File: src/rtl/memory_stream_reader.sv
// Streams a contiguous, wrapping range of memory_block words to a valid/ready consumer.
// A 2-entry FIFO plus a one-deep in-flight tag hide the memory's one-cycle read latency.
module memory_stream_reader #(
    parameter int WIDTH = 32,
    parameter int DEPTH = 128,
    localparam int AW = $clog2(DEPTH)
) (
    input  logic             clk,
    input  logic             rst,
    input  logic             start,
    input  logic [AW-1:0]    base_addr,
    input  logic [AW:0]      length,
    output logic             busy,
    output logic             done,
    output logic [AW-1:0]    mem_rd_addr,
    input  logic [WIDTH-1:0] mem_rd_dout,
    output logic             out_valid,
    input  logic             out_ready,
    output logic [WIDTH-1:0] out_data,
    output logic [AW-1:0]    out_addr,
    output logic             out_last
);

    typedef enum logic [1:0] {
        S_IDLE  = 2'd0,
        S_FETCH = 2'd1,
        S_DONE  = 2'd2
    } state_t;

    localparam logic [AW:0]   ONE_L    = (AW+1)'(1);
    localparam logic [AW-1:0] LAST_PTR = AW'(DEPTH - 1);

    state_t            state_r;
    state_t            state_n;
    logic [AW-1:0]     rd_ptr_r;
    logic [AW:0]       issue_left_r;
    logic [AW:0]       pop_left_r;
    logic              inflight_r;
    logic [AW-1:0]     inflight_addr_r;
    logic [1:0]        count_r;
    logic [WIDTH-1:0]  fifo_data_r [0:1];
    logic [AW-1:0]     fifo_addr_r [0:1];
    logic              accept_s;
    logic              pop_s;
    logic              push_s;
    logic              issue_s;
    logic [2:0]        occ_s;

    assign out_valid   = (count_r != 2'd0);
    assign out_data    = fifo_data_r[0];
    assign out_addr    = fifo_addr_r[0];
    assign out_last    = (pop_left_r == ONE_L) & out_valid;
    assign busy        = (state_r != S_IDLE);
    assign done        = (state_r == S_DONE);
    assign mem_rd_addr = rd_ptr_r;

    assign accept_s = (state_r == S_IDLE) & start;
    assign pop_s    = out_valid & out_ready;
    assign push_s   = inflight_r;
    // Credit check: words held plus word in flight, net of this cycle's pop, must leave room.
    assign occ_s    = {1'b0, count_r} + {2'b00, inflight_r} - {2'b00, pop_s};
    assign issue_s  = (state_r == S_FETCH) & (issue_left_r != '0) & (occ_s < 3'd2);

    // State register
    always_ff @(posedge clk or negedge rst) begin
        if (!rst) begin
            state_r <= S_IDLE;
        end else begin
            state_r <= state_n;
        end
    end

    // Next-state logic
    always_comb begin
        state_n = state_r;
        case (state_r)
            S_IDLE: begin
                if (start) begin
                    state_n = (length == '0) ? S_DONE : S_FETCH;
                end else begin
                    state_n = S_IDLE;
                end
            end
            S_FETCH: begin
                if (pop_s && (pop_left_r == ONE_L)) begin
                    state_n = S_DONE;
                end else begin
                    state_n = S_FETCH;
                end
            end
            S_DONE:  state_n = S_IDLE;
            default: state_n = S_IDLE;
        endcase
    end

    // Read pointer, command counters and in-flight tag
    always_ff @(posedge clk or negedge rst) begin
        if (!rst) begin
            rd_ptr_r        <= '0;
            issue_left_r    <= '0;
            pop_left_r      <= '0;
            inflight_r      <= 1'b0;
            inflight_addr_r <= '0;
        end else begin
            inflight_r <= issue_s;
            if (issue_s) begin
                inflight_addr_r <= rd_ptr_r;
            end
            if (accept_s) begin
                rd_ptr_r     <= base_addr;
                issue_left_r <= length;
                pop_left_r   <= length;
            end else begin
                if (issue_s) begin
                    rd_ptr_r     <= (rd_ptr_r == LAST_PTR) ? '0 : rd_ptr_r + AW'(1);
                    issue_left_r <= issue_left_r - ONE_L;
                end
                if (pop_s) begin
                    pop_left_r <= pop_left_r - ONE_L;
                end
            end
        end
    end

    // Two-entry shift FIFO; entry 0 is always the head
    always_ff @(posedge clk or negedge rst) begin
        if (!rst) begin
            count_r        <= 2'd0;
            fifo_data_r[0] <= '0;
            fifo_data_r[1] <= '0;
            fifo_addr_r[0] <= '0;
            fifo_addr_r[1] <= '0;
        end else begin
            case ({push_s, pop_s})
                2'b11: begin
                    if (count_r == 2'd1) begin
                        fifo_data_r[0] <= mem_rd_dout;
                        fifo_addr_r[0] <= inflight_addr_r;
                    end else begin
                        fifo_data_r[0] <= fifo_data_r[1];
                        fifo_addr_r[0] <= fifo_addr_r[1];
                        fifo_data_r[1] <= mem_rd_dout;
                        fifo_addr_r[1] <= inflight_addr_r;
                    end
                end
                2'b10: begin
                    if (count_r == 2'd0) begin
                        fifo_data_r[0] <= mem_rd_dout;
                        fifo_addr_r[0] <= inflight_addr_r;
                    end else begin
                        fifo_data_r[1] <= mem_rd_dout;
                        fifo_addr_r[1] <= inflight_addr_r;
                    end
                    count_r <= count_r + 2'd1;
                end
                2'b01: begin
                    fifo_data_r[0] <= fifo_data_r[1];
                    fifo_addr_r[0] <= fifo_addr_r[1];
                    count_r        <= count_r - 2'd1;
                end
                default: begin
                    count_r <= count_r;
                end
            endcase
        end
    end

endmodule

File: config.mk
export PLATFORM = sky130hd
export DESIGN_NAME = memory_stream_reader
export DESIGN_NICKNAME = d
export VERILOG_FILES = /design/src/rtl/memory_stream_reader.sv
export SDC_FILE = /design/constraint.sdc
export NUM_CORES = 1
export LEC_CHECK = 0
export CORE_MARGIN = 1.5
export CORE_UTILIZATION = 58
export CTS_CLUSTER_SIZE = 28
export DETAILED_ROUTE_END_ITERATION = 10
export PLACE_DENSITY = 0.95
export SLEW_MARGIN = 40
export SYNTH_ARGS = -nofsm -noshare
export SYNTH_HDL_FRONTEND = slang
export SYNTH_SLANG_ARGS = --single-unit
export TNS_END_PERCENT = 50
File: constraint.sdc
create_clock -name clk -period 5.5 [get_ports clk]
set_clock_uncertainty 0.1 [all_clocks]
set_input_delay 1.1 -clock clk [delete_from_list [all_inputs] [get_ports clk]]
set_output_delay 1.1 -clock clk [all_outputs]
set_load 0.005 [all_outputs]
[After elaboration in Yosys (flattened, before gate mapping)]
Index checks and enable logic that the tools add are counted.
Storage, ports and cells
  input port bits: 51
  word-level logic and storage cells: 73
  output and inout port bits: 50
  bits in registers: 113
Cells by class
  equality and inequality tests: 11
  multiplexer cells: 24
  magnitude comparators: 1
  add/sub/neg operators: 7
  reduce and logical (&&, ||, !) cells: 14
  bitwise logic cells: 5
Operators with widths (number)
  32-bit 2-to-1 mux: 4
  32-bit case mux with 3 select lines: 1
  32-bit case mux with 2 select lines: 1
  7-bit 2-to-1 mux: 7
  8-bit 2-to-1 mux: 4
  7-bit case mux with 3 select lines: 1
  8-bit by 1-bit subtractor with 8-bit output (second input constant): 2
  7-bit case mux with 2 select lines: 1
  2-bit nonzero test: 6
  8-bit by 1-bit == test with 1-bit output (second input constant): 1
  8-bit zero test: 1
  2-bit case mux with 2 select lines: 2
  8-bit nonzero test: 1
  7-bit by 1-bit adder with 7-bit output (second input constant): 1
  7-bit == test (second input constant): 1
  2-bit by 1-bit == test with 1-bit output (second input constant): 3
  2-bit == test (second input constant): 3
  2-bit 2-to-1 mux: 3
  2-bit != test (second input constant): 3
  1-bit bitwise AND: 5
  2-bit zero test: 2
  2-bit by 1-bit adder with 3-bit output: 1
  3-bit by 2-bit less-than comparator with 1-bit output (second input constant): 1
  3-bit AND reduction: 1
  other kinds (6): 6

[Depth between registers and ports, before layout]
Gate-level depths: netlist of the first run.
  depth in word-level cells: 7
  gate-level depth with buffers: 13
  mapped depth without buffers: 12

[Least setup slack after synthesis of the first run]
Ideal clock, no wire load.
  path type: input port to flip-flop
  from: input port out_ready
  to: register inflight_addr_r[1]
  path slack: 2.247 ns
  setup time: 0.125 ns
  data required time: 5.275 ns
  path buffers: 1
  arrival time: 3.028 ns
  stages: 11
  cell sequence: nor2b_1 buf_2 inv_1 nor2_1 o21ai_0 fa_1 xnor2_1 and4b_1 nand2_4 inv_6 mux2_4
Between the ends
  cells in the longest elaborated chain, start to end: 4
Ends and longest elaborated chain
  start, declared: line 18  | input logic out_ready,
  1-bit bitwise AND: line 58  | assign pop_s = out_valid & out_ready;
  3-bit by 1-bit subtractor with 3-bit output: line 61  | assign occ_s = {1'b0, count_r} + {2'b00, inflight_r} - {2'b00, pop_s};
  3-bit by 2-bit less-than comparator with 1-bit output: line 62  | assign issue_s = (state_r == S_FETCH) & (issue_left_r != '0) & (occ_s < 3'd2);
  1-bit bitwise AND: line 62
  named net issue_s: line 46  | logic issue_s;
  end signal, assigned: line 107  | inflight_addr_r <= rd_ptr_r;
  end, declared: line 39  | logic [AW-1:0] inflight_addr_r;
The timed path passes the listed nets, and every way through them passes these cells.
A chain may end at the register's enable or synchronous reset.

[Worst setup path after layout of the first run]
  from: input port out_ready
  to: register issue_left_r[6]
Between the ends
  cells in the longest elaborated chain, start to end: 5
Ends and longest elaborated chain
  1-bit bitwise AND: line 58
  3-bit by 1-bit subtractor with 3-bit output: line 61
  3-bit by 2-bit less-than comparator with 1-bit output: line 62
  1-bit bitwise AND: line 62
  2-bit nonzero test (no source line)
  end signal, assigned: line 111  | issue_left_r <= length;
  end signal, assigned: line 116  | issue_left_r <= issue_left_r - ONE_L;
  end, declared: line 36  | logic [AW:0] issue_left_r;
Every way passes these cells.

==> reports/summary.txt, run 1 <==
Yosys top cell by area -> dfrtp_1
vias in the first global route -> 4,895
EDFF count, synth -> 0
syn nets -> 630
setup_tns -> 0 ns
Multi-input gate area -> 2950 µm²
R2R Path End -> issue_left_r[6]
R2R depth -> 12
post-synthesis sequential area ratio -> 45.0%
# diodes -> 0
drt first pass iters -> 5
GRT Total Usage -> 27.4%
Crit Path Class -> in2reg
syn avg cell area -> 11.1 µm²
I/O pin total -> 101
initial antenna violation count -> 0
slew margin rel. -> 48.4%
Core Area -> 10,400 µm²
CP Depth -> 11
CTS tree -> done
CP bufs+invs -> 3
via count -> 4,909
count leader, synth -> dfrtp_1
Setup Fix Bufs, Post-CTS -> 0
clock root cell -> clkbuf_8
type of element capturing the critical path -> register
Final Setup Violations -> 0
first-pass GRT wire length -> 24.5 mm
drt wl/cell -> 19.4 µm
hold_ws -> 0.374 ns
Std-Cell Rows -> 37
hold_buf cts -> 0
leakage -> 3.33 nW
Max FO, Critical Path -> 15
Syn-to-layout area delta -> 21.5%
CP arrival -> 4.37 ns
CP max stage delay -> 0.70 ns
drt drc -> 0
Mapped Cells -> 568
CP cell instances -> clkdlybuf4s50_1 > nor2b_1 > buf_4 > inv_1 > nor2_1 > o21ai_0 > fa_1 > xnor2_1 > nand4b_1 > or4_1 > nand3_1
layout cells sized above 1 -> 15.0%
fin nets -> 678
CTS clk-pin slew, worst paths -> 0.05 ns
Max-Cap Viols -> 0
synth top area cells -> dfrtp_1 (45%), mux2_2 (7.9%), mux2i_1 (6.2%)
Post-synth top flop -> dfrtp_1
crit path capture -> issue_left_r[6]
detailed placement HPWL -> 9.34 mm
largest net degree at the start of global routing -> 79
worst reg2reg setup slack -> 1.71 ns
Slew @ Worst Pin -> 0.773 ns
Clock Path Buffers -> 2
Final Max Slew Viols -> 0
Final Cycle Share -> 72.8%
required time of the critical path -> 5.87 ns
via/cell ratio -> 6.43
die width -> 107 µm
CP startpoint -> out_ready
status -> complete, no violations
worst skew pair latency -> 0.53 ns
Power Density -> 677 nW/µm²
unrepaired setup endpoints after global routing -> no
grt total ovfl -> 0
Top delay family on crit path -> simple AND/OR/NAND/NOR gates
CTS Sinks -> 113
top post-synthesis cells by count -> dfrtp_1 (113), mux2_2 (44), a21o_1 (41), buf_4 (41)
highest routed metal layer -> met4
routability cong. -> 0.869
met2 WL post-DR -> 7.40 mm
Initial Util -> 60.3%
maximum vdd drop -> 0.341 mV
Fillers -> 657
reg2reg start -> count_r[1]
flops & latches, synth -> 113
Iter 0 DRT Violations -> 371
Period minus WS final -> 4.01 ns
register area -> 2830 µm²
Die Y-Extent -> 107 µm
wl on met1 -> 6.03 mm
Synth top area share -> 45.0%
DRT Wirelength -> 14.8 mm
kind of start point of the critical path -> input pin
Resize count post-CTS -> 0
H-tree Lvls -> 4
CTS buffer count -> 17
length of routed met3 wiring -> 1.14 mm
mapped cell area -> 6280 µm²
Cell variety after synth -> 50
port bufs -> 100
synth warn -> 0
Peak Freq -> 0.250 GHz
Routed Antenna Nets -> 0
die area -> 11,500 µm²
Crit-path slowest cell -> or4_1
Final Hold Vio Count -> 0
asr flop ratio synth -> 100%
Hold Crit Class -> reg2reg
how the worst min path moves through the flow:
stage / start / to / slack, ns / depth (start not counted)
finish: out_data[4] / out_data[4] / 0.37 / 1
global route: out_addr[3] / out_addr[3] / 0.39 / 1
CTS: out_addr[3] / out_addr[3] / 0.38 / 1
detailed placement: out_addr[3] / out_addr[3] / 0.37 / 1
global placement: out_data[3] / out_data[3] / 0.36 / 1
floorplan: out_addr[0] / out_addr[0] / 0.35 / 1
metal layers:
| metal | up-vias | track usage (%) |
|---|---|---|
| met5 | - | 0 |
| met4 | 0 | 10.2 |
| met3 | 32 | 6.87 |
| met2 | 226 | 44.3 |
| met1 | 2447 | 35.5 |
| li1 | 2204 | - |
cell usage in the layout (no fill, tap or decap), drive strengths merged, types with 2 or more instances in the layout:
master and instances:
a211oi 38, a21o 41, a21oi 5, a221oi 39
a31oi 3, and2 5, and4b 2, buf 10
clkbuf 25, clkdlybuf4s50 99, clkinv 3, dfrtp 113
ha 10, inv 16, mux2 47, mux2i 39
nand2 28, nand3 15, nand3b 3, nand4 2
nand4b 2, nor2 11, nor2b 3, nor3 4
nor3b 2, nor4 7, o211ai 17, o21ai 9
o311ai 2, or4 2, xnor2 7, xor2 4
final cells by class:
class | instances | area share, %
inverter | 16 | 0.852
clock buffer | 25 | 6.47
sequential | 113 | 37.0
timing repair buffer | 109 | 14.0
multi-input combinational | 359 | 38.7
tap | 136 | 2.23
clock inverter | 5 | 0.688
logic make-up (layout without fill, tap and decap cells):
| kind of cell | Yosys count | count (layout) | share of synthesized area, % |
|---|---|---|---|
| buf+inv | 96 | 155 | 8.62 |
| xor+xnor | 11 | 11 | 1.53 |
| mux | 86 | 86 | 14.8 |
| compound gates | 162 | 162 | 19.8 |
| flops | 113 | 113 | 45.0 |
| fa+ha+maj | 11 | 11 | 2.31 |
| simple gates | 89 | 89 | 7.94 |
power breakdown:
group	internal, mW	switching (mW)
clock network	0.651	0.362
logic	1.29	1.23
registers	1.26	0.374
total	3.20	1.97
stage by stage:
stage | std cells | power [mW] | instance area, µm² | worst slack [ns] | util (%)
floorplan | 568 | 3.47 | 6280 | 2.25 | -
global placement | 733 | 3.93 | 7070 | 1.20 | 67.9
detailed placement | 733 | 4.10 | 7080 | 1.02 | 67.9
CTS | 763 | 5.16 | 7620 | 1.53 | 73.2
global route | 763 | 5.50 | 7630 | 1.25 | 73.3
finish | 763 | 5.17 | 7630 | 1.49 | 73.3
flip-flops by register name, summed over array words and instances, names as in the netlist:
name,flops
fifo_addr_r,7
pop_left_r,8
mem_rd_addr,7
issue_left_r,8
out_data,32
inflight_r,1
out_addr,7
count_r,2
state_r,2
inflight_addr_r,7
fifo_data_r,32
(Power assumes the default switching activity.)
==> run 2: changes to the inputs <==
--- a/config.mk
+++ b/config.mk
@@ -6,10 +6,10 @@
 export NUM_CORES = 1
 export LEC_CHECK = 0
 export CORE_MARGIN = 1.5
-export CORE_UTILIZATION = 58
+export CORE_UTILIZATION = 49
 export CTS_CLUSTER_SIZE = 28
 export DETAILED_ROUTE_END_ITERATION = 10
-export PLACE_DENSITY = 0.95
+export PLACE_DENSITY = 0.86
 export SLEW_MARGIN = 40
 export SYNTH_ARGS = -nofsm -noshare
 export SYNTH_HDL_FRONTEND = slang
==> constraint.sdc (replaced) <==
create_clock -name clk -period 3.45 [get_ports clk]
set_clock_uncertainty 0.1 [all_clocks]
set_input_delay 0.69 -clock clk [delete_from_list [all_inputs] [get_ports clk]]
set_output_delay 0.69 -clock clk [all_outputs]
set_load 0.005 [all_outputs]
==> run 2 against run 1 <==
  * Power grew 65%
  * Sequential power grew 59%
  * Sequential share of layout area shrank 1.0 points
  * First-iteration DRC count shrank 1.9%
  * Flip-flop and latch count is the same
  * Setup slack lost 1.3 ns
  * Via count shrank 0.67%
  * Utilization shrank 11 points
  * Worst hold slack lost 0.13 ns
  * Final cell count grew 6.8%
  * Design area grew 2.9%
  * Largest power group unchanged
==> reports/summary.txt, run 2 (same netlist as run 1, synthesis figures left out) <==
Multi-input gate area -> 2940 µm²
routability cong. -> 0.833
Slew @ Worst Pin -> 0.710 ns
H-tree Lvls -> 4
CTS Sinks -> 113
CTS clk-pin slew, worst paths -> 0.05 ns
CP cell instances -> clkdlybuf4s50_1 > nor2b_1 > inv_1 > nor2_1 > o21ai_0 > fa_1 > xnor2_1 > nand4b_1 > buf_4 > or4_1 > nand3_1
maximum vdd drop -> 0.537 mV
Initial Util -> 50.0%
Final Setup Violations -> 0
Crit-path slowest cell -> clkdlybuf4s50_1
GRT Total Usage -> 22.8%
status -> complete, no violations
commonest non-fill, non-tap cells in the layout -> dfrtp_1 (113), clkdlybuf4s50_1 (99), mux2_2 (44), a21o_1 (41)
port bufs -> 100
layout cells sized above 1 -> 17.0%
drt wl/cell -> 18.2 µm
Final Max Slew Viols -> 0
Iter 0 DRT Violations -> 364
hold_ws -> 0.248 ns
Final Cycle Share -> 95.5%
CP arrival -> 3.53 ns
CP max stage delay -> 0.59 ns
reg2reg start -> count_r[1]
Setup Fix Bufs, Post-CTS -> 0
via/cell ratio -> 5.98
Max-Cap Viols -> 0
most common cell after layout, fill and taps aside -> dfrtp_1
required time of the critical path -> 3.68 ns
Routed Antenna Nets -> 0
Max FO, Critical Path -> 6
grt total ovfl -> 0
kind of start point of the critical path -> input pin
via count -> 4,876
Power Density -> 1090 nW/µm²
slew margin rel. -> 52.7%
Peak Freq -> 0.304 GHz
die area -> 13,500 µm²
Syn-to-layout area delta -> 24.9%
# diodes -> 0
setup_tns -> 0 ns
Cells after DPL -> 781
Clock Path Buffers -> 2
type of element capturing the critical path -> register
DRT Wirelength -> 14.8 mm
CP startpoint -> out_ready
Crit Path Class -> in2reg
fin nets -> 693
final std cells w/o fill -> 815
drt first pass iters -> 4
largest net degree at the start of global routing -> 79
first-pass GRT wire length -> 24.2 mm
Fillers -> 979
Period minus WS final -> 3.29 ns
worst setup margin -> 0.156 ns
I/O pin total -> 101
Die Y-Extent -> 116 µm
Core Area -> 12,600 µm²
total chip power -> 8.52 mW
leakage -> 3.43 nW
vias in the first global route -> 4,828
clock root cell -> clkbuf_16
register area -> 2830 µm²
Hold Crit Class -> in2async
Final Hold Vio Count -> 0
Std-Cell Rows -> 41
die width -> 116 µm
detailed placement HPWL -> 9.86 mm
hold_buf cts -> 0
initial antenna violation count -> 0
CTS tree -> done
worst skew pair latency -> 0.40 ns
Resize count post-CTS -> 0
drt drc -> 0
Setup WS pre-CTS -> -0.152 ns
CTS buffer count -> 17
[run 2: path summary, 6_finish.rpt]
check / to / slack, ns / cells past startpoint
hold reg to reg: out_data[11] / 0.37 / 1
hold / removal: fifo_data_r[18] / 0.25 / 1
max in group asynchronous: out_data[24] / 2.20 / 2
min in group clk: out_data[11] / 0.37 / 1
setup / recovery: issue_left_r[6] / 0.16 / 11
setup reg to reg: issue_left_r[6] / 0.36 / 12
[run 2: critical path, delay by kind of cell]
| family | cells | cell delay, ns |
|---|---|---|
| AND/OR/NAND/NOR | 5 | 1.23 |
| XOR/XNOR | 1 | 0.19 |
| adder cells (fa/ha/maj) | 1 | 0.39 |
| buffers and inverters | 3 | 0.90 |
| AO/OA/AOI/OAI | 1 | 0.13 |
[run 2: where the power goes]
part           leakage, nW  internal (mW)  switching [mW]
Sequential            1.38           2.01           0.582
Clock                0.290           1.15           0.560
Combinational         1.76           2.23            1.99
Total                 3.43           5.39            3.13
[run 2: area by class of cell]
cell class / count / share of cell area [%]
repair buffers: 124 / 15.5
inverters: 16 / 0.829
well taps: 172 / 2.74
flip-flops and latches: 113 / 36.0
multi-input cells: 359 / 37.5
clock inverters: 5 / 0.956
clock buffers: 26 / 6.49
[run 2: layer usage]
metal / wire, µm / vias to the layer above / global-route usage (%)
met3: 777 / 14 / 5.29
met4: 112 / 0 / 6.26
li1: - / 2234 / -
met5: 0 / - / 0
met1: 6410 / 2473 / 29.5
met2: 7520 / 155 / 38.6
[run 2: through the flow]
| step | utilization [%] | instance area [µm²] |
|---|---|---|
| after detailed placement | 57.7 | 7250 |
| after CTS | 62.3 | 7830 |
| after global routing | 62.5 | 7850 |
| final | 62.5 | 7850 |
| after floorplan | - | 6280 |
| after global placement | 57.7 | 7250 |
